<file path="config.mk">
export PLATFORM = sky130hd
export DESIGN_NAME = full_fn_stream_seq
export DESIGN_NICKNAME = d
export VERILOG_FILES = /design/src/rtl/full_fn_stream_seq.sv
export SDC_FILE = /design/constraint.sdc
export NUM_CORES = 1
export LEC_CHECK = 0
export ABC_AREA = 1
export CAP_MARGIN = 20
export CORE_AREA = 2 2 386 350
export CTS_BUF_LIST = sky130_fd_sc_hd__clkbuf_4
export CTS_CLUSTER_SIZE = 16
export DETAILED_ROUTE_END_ITERATION = 8
export DIE_AREA = 0 0 388 352
export PLACE_DENSITY = 0.55
export SKIP_LAST_GASP = 1
export SYNTH_ARGS = -nofsm -noshare
export SYNTH_HDL_FRONTEND = slang
export SYNTH_SLANG_ARGS = --single-unit
</file>
<file path="constraint.sdc">
create_clock -name clk -period 7.6 [get_ports clk]
set_clock_uncertainty 0.1 [all_clocks]
set_input_delay 1.52 -clock clk [delete_from_list [all_inputs] [get_ports clk]]
set_output_delay 1.52 -clock clk [all_outputs]
set_load 0.005 [all_outputs]
</file>
<file path="src/rtl/full_fn_stream_seq.sv">
// full_fn_stream_seq
//   Streaming sequencer between the mSGDMA read-master Avalon-ST source and a
//   fixed-latency compute core. It accepts elem_count elements from the DMA,
//   issues each one to the core a cycle after acceptance, collects the core
//   results in a show-ahead FIFO, and streams them toward the write master.
//
//   Ports
//     clk, aclr             clock, synchronous active-high reset
//     ctrl_reset/start      CSR soft-reset and start pulses
//     elem_count            element count, sampled on an accepted start
//     snk_*                 Avalon-ST sink from the DMA read master
//     core_in_* / core_out_* element issue to core / result return from core
//     src_*                 Avalon-ST source toward the DMA write master
//     busy, done, progress  status for the CSR block
//
//   Optional: define FULL_FN_STREAM_EOP_EN to add src_startofpacket and
//   src_endofpacket on the source.
module full_fn_stream_seq #(
  parameter int DATA_W     = 32,
  parameter int CNT_W      = 32,
  parameter int PIPE_LAT   = 16,
  parameter int FIFO_DEPTH = 32
) (
  input  logic              clk,
  input  logic              aclr,
  input  logic              ctrl_reset,
  input  logic              ctrl_start,
  input  logic [CNT_W-1:0]  elem_count,
  input  logic              snk_valid,
  output logic              snk_ready,
  input  logic [DATA_W-1:0] snk_data,
  output logic              core_in_valid,
  output logic [DATA_W-1:0] core_in_data,
  input  logic              core_out_valid,
  input  logic [DATA_W-1:0] core_out_data,
  output logic              src_valid,
  input  logic              src_ready,
  output logic [DATA_W-1:0] src_data,
`ifdef FULL_FN_STREAM_EOP_EN
  output logic              src_startofpacket,
  output logic              src_endofpacket,
`endif
  output logic              busy,
  output logic              done,
  output logic [CNT_W-1:0]  progress
);

  localparam int AW  = $clog2(FIFO_DEPTH);
  localparam int IFW = AW + 1;
  localparam int FW  = $clog2(PIPE_LAT + 1) + 1;

  typedef enum logic [2:0] {S_IDLE, S_RUN, S_DRAIN, S_DONE, S_FLUSH} state_e;
  state_e state_q, state_d;

  logic [CNT_W-1:0]  target_q, accepted_q, progress_q;
  logic [IFW-1:0]    inflight_q;
  logic [AW:0]       wptr_q, rptr_q, level;
  logic [DATA_W-1:0] mem_q [FIFO_DEPTH];
  logic [FW-1:0]     flush_cnt_q;
  logic              cin_vld_q;
  logic [DATA_W-1:0] cin_data_q;

  logic        start_ok, xfer, push, pop, ret, credit_ok;
  logic [IFW:0] used;

  assign level = wptr_q - rptr_q;
  // inflight is charged at acceptance, so it already covers the element
  // sitting in the issue register; together with the FIFO level it bounds
  // every result that can still land in the FIFO.
  assign used      = {1'b0, inflight_q} + {1'b0, level};
  assign credit_ok = used < (IFW+1)'(FIFO_DEPTH);

  assign start_ok  = ctrl_start && !ctrl_reset &&
                     (state_q == S_IDLE || state_q == S_DONE);
  assign snk_ready = (state_q == S_RUN) && !ctrl_reset &&
                     (accepted_q < target_q) && credit_ok;
  assign xfer      = snk_valid && snk_ready;
  assign src_valid = (level != '0) && !ctrl_reset;
  assign src_data  = mem_q[rptr_q[AW-1:0]];
  assign pop       = src_valid && src_ready;
  // Results returning during a flush belong to the aborted run; drop them.
  assign push      = core_out_valid && !ctrl_reset && (state_q != S_FLUSH) &&
                     !level[AW];
  assign ret       = core_out_valid && (inflight_q != '0) && (state_q != S_FLUSH);

  assign core_in_valid = cin_vld_q;
  assign core_in_data  = cin_data_q;
  assign busy          = (state_q == S_RUN) || (state_q == S_DRAIN) ||
                         (state_q == S_FLUSH);
  assign done          = (state_q == S_DONE);
  assign progress      = progress_q;

`ifdef FULL_FN_STREAM_EOP_EN
  assign src_startofpacket = src_valid && (progress_q == '0);
  assign src_endofpacket   = src_valid && ((progress_q + CNT_W'(1)) == target_q);
`endif

  always_comb begin
    state_d = state_q;
    if (ctrl_reset) begin
      state_d = S_FLUSH;
    end else begin
      case (state_q)
        S_IDLE, S_DONE:
          if (ctrl_start) state_d = (elem_count == '0) ? S_DONE : S_RUN;
        S_RUN:
          if (xfer && (accepted_q + CNT_W'(1)) == target_q) state_d = S_DRAIN;
        S_DRAIN:
          if (inflight_q == '0 && level == '0 && !cin_vld_q) state_d = S_DONE;
        S_FLUSH:
          if (flush_cnt_q == FW'(PIPE_LAT)) state_d = S_IDLE;
        default: state_d = S_IDLE;
      endcase
    end
  end

  always_ff @(posedge clk) begin
    if (aclr) state_q <= S_IDLE;
    else      state_q <= state_d;
  end

  always_ff @(posedge clk) begin
    if (aclr || ctrl_reset) begin
      target_q    <= '0;
      accepted_q  <= '0;
      progress_q  <= '0;
      inflight_q  <= '0;
      wptr_q      <= '0;
      rptr_q      <= '0;
      cin_vld_q   <= 1'b0;
      cin_data_q  <= '0;
      flush_cnt_q <= '0;
    end else begin
      cin_vld_q  <= xfer;
      cin_data_q <= xfer ? snk_data : '0;
      if (start_ok) begin
        target_q   <= elem_count;
        accepted_q <= '0;
        progress_q <= '0;
      end else begin
        if (xfer) accepted_q <= accepted_q + CNT_W'(1);
        if (pop && progress_q != '1) progress_q <= progress_q + CNT_W'(1);
      end
      case ({xfer, ret})
        2'b10:   inflight_q <= inflight_q + IFW'(1);
        2'b01:   inflight_q <= inflight_q - IFW'(1);
        default: ;
      endcase
      if (push) wptr_q <= wptr_q + (AW+1)'(1);
      if (pop)  rptr_q <= rptr_q + (AW+1)'(1);
      if (state_q == S_FLUSH) flush_cnt_q <= flush_cnt_q + FW'(1);
    end
  end

  always_ff @(posedge clk) begin
    if (push) mem_q[wptr_q[AW-1:0]] <= core_out_data;
  end

endmodule

</file>
==> run summary, run 1 <==
total number of vias = 35350
largest net degree at the start of global routing = 245
Yosys top cell area share = 0.6310
area of the multi-input gates = 0.01329 sq mm
status = complete, no violations
largest cells by area after synthesis = edfxtp_1 (63%), dfxtp_1 (6.6%), o21ai_0 (6.6%), nor2_1 (5.9%), o221ai_1 (3.4%)
Setup Viol. Count Final = 0
first-pass GRT wire length = 215500 um
Worst R2R Setup Slack = 2110 ps
Yosys top cell by area = edfxtp_1
Worst path max stage delay = 790 ps
CP Class = reg2out
hpwl dp = 79030 um
EDFF count, synth = 1024
synthesis-to-finish area growth = 17.76%
Period minus WS final = 6708 ps
number of cell rows = 127
Synth Flop Type = edfxtp_1
CTS sink cnt = 1185
Mapped Area = 0.04873 sq mm
Worst VDD drop = 0.1206 mV
Worst EP required = 5980 ps
H-Tree Level Count = 5
core area = 0.1325 sq mm
syn_nets = 4343
clk slew on worst S/H paths = 60 ps
Mapped Cells = 4182
Slew Viols, Final = 0
routed wire length per instance = 22.31 um
unrepaired setup endpoints after global routing = no
drt total wl = 145300 um
io pins = 204
initial core utilization = 0.3677
Net Sw Frac = 0.2306
total track usage = 0.2084
LEAKAGE = 0.01932 uW
Die Wd = 388 um
initial antenna violation count = 11
Layout Cell Area excl Fill = 0.05739 sq mm
Top cell by count, worst path = o21ai_0
share of layout cells above drive strength 1 = 0.1355
post-CTS setup buffers = 0
placed cell area = 0.05300 sq mm
Worst EP arrival = 5090 ps
post-synth cell types = 41
via density per instance = 5.428
First DRT Iteration DRCs = 3493
Yosys warning count = 0
TNS Setup = 0 ps
Tcrit/Tclk final = 0.8826
Flop pwr share = 0.531
Hold Path Class = reg2reg
Post-DRT Antenna Nets = 0
Gate power share = 0.054
Port Buffer Count = 203
slew margin rel. = 0.1953
number of synthesized register bits = 1185
sequential fraction of the synthesis area = 0.6972
CP Launch Type = register
clock buffer depth = 4
routability congestion estimate = 0.8861
crit end category = output port
vias in the first global route = 34010
PD cells = 233.0 mW/mm^2
Reg area = 0.03399 sq mm
CP delay by family, top = compound AO/OA/AOI/OAI gates
drt first pass iters = 5
crit-path max FO = 212
maxcap violations = 0
total internal power = 10290 uW
# hold bufs at CTS = 0
# DRC = 0
full die area = 0.1366 sq mm
nets@finish = 4713
Final Hold Viols = 0
Worst path slowest cell = dfxtp_4
Async SR Flop Fraction = 0
CTS Root Cell = clkbuf_4
Fmax = 149.1 MHz
# resized after CTS = 0
total CTS buffers = 329
fill cell count = 12530
CP bufs+invs = 2
syn_area_per_cell = 11.65 sq um
Worst Tran Pin Value = 1207 ps
Cell Chain, Critical Path = buf_12 -> o21ai_0 -> o22ai_1 -> o21ai_0 -> o21ai_0 -> nor2_1 -> a31oi_1 -> clkdlybuf4s50_1
Vert. Die Dim = 352 um
Clock Power Share = 0.415
switching power = 3084 uW
clk_lat worst skew = 1250 ps
CTS tree = done
gr ovfl total = 0
[layout by cell type (no fill, tap or decap), types with 6 or more instances in the layout]
cell | netlist | layout
inv_1 | 196 | 194
a32oi_1 | 24 | 24
nand4_1 | 26 | 26
dfxtp_1 | 161 | 156
clkbuf_16 | 0 | 6
buf_16 | 0 | 12
nor2_4 | 3 | 34
edfxtp_1 | 1024 | 1024
buf_12 | 0 | 12
buf_4 | 1 | 52
o21ai_0 | 643 | 643
a31oi_1 | 46 | 46
xnor2_1 | 9 | 9
nor4_1 | 17 | 17
xor2_1 | 25 | 25
nand3_1 | 157 | 156
nor2_1 | 767 | 736
o221ai_1 | 190 | 190
clkdlybuf4s50_1 | 0 | 203
clkinv_1 | 0 | 40
ha_1 | 56 | 56
clkbuf_4 | 0 | 486
inv_2 | 4 | 7
diode_2 | 0 | 11
clkinv_2 | 0 | 6
nand2_1 | 328 | 328
o22ai_1 | 66 | 66
a21oi_1 | 122 | 122
nor3_1 | 38 | 35
[power groups by stage]
stage	logic, uW	clock network [uW]	registers, uW
final	728	5540	7100
after floorplan	367	0	7230
after CTS	710	5690	7100
after detailed placement	708	0	7240
after global placement	702	0	7240
after global routing	806	6030	7100
[worst min-delay path, delay by kind of cell (launching register included)]
family	cells	cell delay, ps
AOI/OAI and AO/OA	1	60
DFF	1	310
buffers and inverters	1	70
[metal layers]
| metal | global-route usage | wire, um | vias up |
|---|---|---|---|
| met1 | 0.2964 | 65590 | 17340 |
| met4 | 0.07198 | 3577 | 0 |
| met3 | 0.04329 | 11160 | 266 |
| li1 | - | - | 16270 |
| met2 | 0.3164 | 64970 | 1470 |
| met5 | 0 | 0 | - |
[registers in the layout, indices dropped and copies added (netlist names), named ones only]
register       cells
inflight_q         6
core_in_valid      1
core_in_data      32
flush_cnt_q        6
accepted_q        32
target_q          32
rptr_q             6
state_q            3
mem_q           1024
wptr_q             6
progress          32
[stage by stage]
stage                     utilization  setup slack (ps)  instances  power (uW)  hold WS, ps
after floorplan                     -              2761       4182        7597        352.2
after global placement         0.3984              2024       5934        7946        370.8
after detailed placement       0.3999              2071       5943        7952        379.9
after CTS                      0.4294             931.9       6482       13500        389.4
after global routing           0.4330             582.6       6510       13930        427.5
final                          0.4330             892.4       6512       13370        387.7
[cells in the mapped netlist, types with 3 or more instances]
library cell	instances
a32oi_1	24
inv_1	196
a21oi_1	122
xor2_1	25
nand2_1	328
nor4_1	17
and3_1	3
inv_2	4
nor2_2	4
a31oi_1	46
o221ai_1	190
nor2_4	3
edfxtp_1	1024
nand2_2	3
buf_2	9
o21ai_0	643
nand4_1	26
ha_1	56
buf_1	11
o22ai_1	66
nor3_1	38
xnor2_1	9
clkbuf_1	228
o21a_1	3
dfxtp_1	161
nor2_1	767
nand3_1	157
[kinds of logic (layout without fill, tap and decap cells)]
logic type,count (synthesis),count (layout),synth area share
compound gates,1100,1100,0.1327
xor+xnor,34,34,0.006111
fa+ha+maj,58,58,0.01520
buf+inv,451,1029,0.03523
flops,1185,1185,0.6972
other cells,0,11,0
simple gates,1354,1354,0.1136
[final cells by class]
| class | instances | share of cell area |
|---|---|---|
| timing repair buffer | 290 | 0.05608 |
| inverter | 200 | 0.01347 |
| clock inverter | 53 | 0.004513 |
| multi-input combinational | 2546 | 0.2317 |
| clock buffer | 486 | 0.06358 |
| antenna | 11 | 0.0004797 |
| sequential | 1185 | 0.5923 |
| tap | 1741 | 0.03796 |
[final timing paths]
kind / from / endpoint / cells after the start
worst max-delay path: register / src_data[3] / 8
worst min-delay path: target_q[2] / target_q[2] / 2
worst max register to register: wptr_q[2] / inflight_q[5] / 30
worst min register to register: target_q[2] / target_q[2] / 2
No activity file was read; power rests on OpenSTA's default activity.
==> run 2: changes to the inputs <==
- MAX_ROUTING_LAYER: not set -> met4
==> run 2 against run 1 <==
Via count hardly changed. Non-clock buffer count stayed put. Highest routed layer unchanged. Sequential power hardly changed. Critical path type unchanged. Clock power hardly changed. Cell count hardly changed. Register-to-register slack better by 30 ps. Die area stayed put. Global-route usage is 0.64 points higher. Hold slack worse by 2.0 ps.
==> run summary, run 2 (synthesis results as in run 1) <==
status = complete, no violations (unchanged)
CTS Root Cell = clkbuf_4 (unchanged)
Net Sw Frac = 0.2302 (was 0.2306)
Port Buffer Count = 203 (unchanged)
Fmax = 149.4 MHz (was 149.1 MHz)
slew margin rel. = 0.1691 (was 0.1953)
crit end category = output port (unchanged)
crit-path max FO = 212 (unchanged)
TNS Setup = 0 ps (unchanged)
vias in the first global route = 33990 (was 34010)
full die area = 0.1366 sq mm (unchanged)
Final Hold Viols = 0 (unchanged)
Worst Min Path Start = target_q[2] (unchanged)
Worst R2R Start = wptr_q[2] (unchanged)
largest net degree at the start of global routing = 245 (unchanged)
smallest hold slack = 385.7 ps (was 387.7 ps)
via density per instance = 5.433 (was 5.428)
switching power = 3077 uW (was 3084 uW)
post-CTS setup buffers = 0 (unchanged)
# DRC = 0 (unchanged)
PD cells = 233.0 mW/mm^2 (about the same)
drt first pass iters = 6 (was 5)
H-Tree Level Count = 5 (unchanged)
nets@finish = 4713 (unchanged)
maxcap violations = 0 (unchanged)
First DRT Iteration DRCs = 3313 (was 3493)
Worst Tran Pin Value = 1246 ps (was 1207 ps)
CTS sink cnt = 1185 (unchanged)
Gate power share = 0.055 (was 0.054)
Hold Path Class = reg2reg (unchanged)
commonest non-fill, non-tap cell in the layout = edfxtp_1 (unchanged)
CTS tree = done (unchanged)
Slew Viols, Final = 0 (unchanged)
drt total wl = 145200 um (was 145300 um)
hpwl dp = 79030 um (unchanged)
gr ovfl total = 0 (unchanged)
routed wire length per instance = 22.32 um (was 22.31 um)
clk slew on worst S/H paths = 60 ps (about the same)
Setup Viol. Count Final = 0 (unchanged)
total internal power = 10290 uW (about the same)
# resized after CTS = 0 (unchanged)
unrepaired setup endpoints after global routing = no (unchanged)
core area = 0.1325 sq mm (unchanged)
total track usage = 0.2148 (was 0.2084)
Worst EP required = 5980 ps (about the same)
LEAKAGE = 0.01932 uW (about the same)
routability congestion estimate = 0.9017 (was 0.8861)
initial core utilization = 0.3677 (unchanged)
share of layout cells above drive strength 1 = 0.1355 (unchanged)
total number of vias = 35350 (about the same)
total CTS buffers = 329 (unchanged)
Worst VDD drop = 0.1237 mV (was 0.1206 mV)
Die Wd = 388 um (unchanged)
first-pass GRT wire length = 215600 um (was 215500 um)
io pins = 204 (unchanged)
Worst EP arrival = 5070 ps (was 5090 ps)
Tcrit/Tclk final = 0.8806 (was 0.8826)
Layout Cells excl Fill = 6506 (was 6512)
final worst slack = 907.4 ps (was 892.4 ps)
CP Class = reg2out (unchanged)
most frequent cells in the layout = edfxtp_1 (1024), nor2_1 (736), o21ai_0 (643) (unchanged)
DP Worst Slack = 2071 ps (unchanged)
Clock Power Share = 0.414 (was 0.415)
initial antenna violation count = 11 (unchanged)
# hold bufs at CTS = 0 (unchanged)
max reg flops = 1024 (unchanged)
clock buffer depth = 4 (unchanged)
Period minus WS final = 6693 ps (was 6708 ps)
Vert. Die Dim = 352 um (unchanged)
CP Launch Type = register (unchanged)
synthesis-to-finish area growth = 17.73% (was 17.76%)
clk_lat worst skew = 1240 ps (was 1250 ps)
Post-DRT Antenna Nets = 0 (unchanged)
Flop pwr share = 0.531 (about the same)
final core utilization = 0.4329 (was 0.4330)
Inst Count DP = 5943 (unchanged)
number of cell rows = 127 (unchanged)
-- run 2: cell count changes in the layout (fill, tap and decap cells not counted) --
cell	change
diode_2	-6
-- run 2: path summary, 6_finish.rpt --
path	to	cells after the start	slack [ps]
worst max register to register	inflight_q[5]	30	2140
worst min-delay path	target_q[2]	2	390
worst max-delay path	src_data[8]	8	910
worst min register to register	target_q[2]	2	390
-- run 2: metrics by stage --
| stage | instance area, sq um | total power (uW) |
|---|---|---|
| 2_1_floorplan | 48730 | 7597 |
| 3_3_place_gp | 52790 | 7946 |
| 3_5_place_dp | 53000 | 7952 |
| 4_1_cts | 56910 | 13500 |
| 5_1_grt | 57370 | 13930 |
| 6_report | 57370 | 13370 |
-- run 2: power groups by stage --
stage / Clock (uW) / Sequential [uW] / Combinational [uW]
after global routing: 6030 / 7100 / 806
after detailed placement: 0 / 7240 / 708
after CTS: 5690 / 7100 / 710
after floorplan: 0 / 7230 / 367
final: 5530 / 7100 / 730
after global placement: 0 / 7240 / 702
-- run 2: area by class of cell --
| cell class | instances | area, sq um |
|---|---|---|
| Inverter | 200 | 773.2 |
| Clock inverter | 53 | 259.0 |
| Timing Repair Buffer | 290 | 3218 |
| Antenna cell | 5 | 12.51 |
| Sequential cell | 1185 | 33990 |
| Tap cell | 1741 | 2178 |
| Multi-Input combinational cell | 2546 | 13290 |
| Clock buffer | 486 | 3649 |
| Fill cell | 12520 | 75150 |
-- run 2: per-layer routing --
layer,wire length (um),up-vias,share of wire,global-route usage
li1,-,16260,-,-
met1,65400,17380,0.45,0.2962
met2,64870,1430,0.45,0.3166
met3,11360,278,0.078,0.04371
met4,3550,0,0.024,0.07175
met5,0,-,0,-
-- run 2: worst max-delay path, cell delays in order, from the launching register on --
cell	delay, ps
dfxtp_4	790
buf_12	560
o21ai_0	220
o22ai_1	180
o21ai_0	80
o21ai_0	190
nor2_1	70
a31oi_1	810
clkdlybuf4s50_1	670
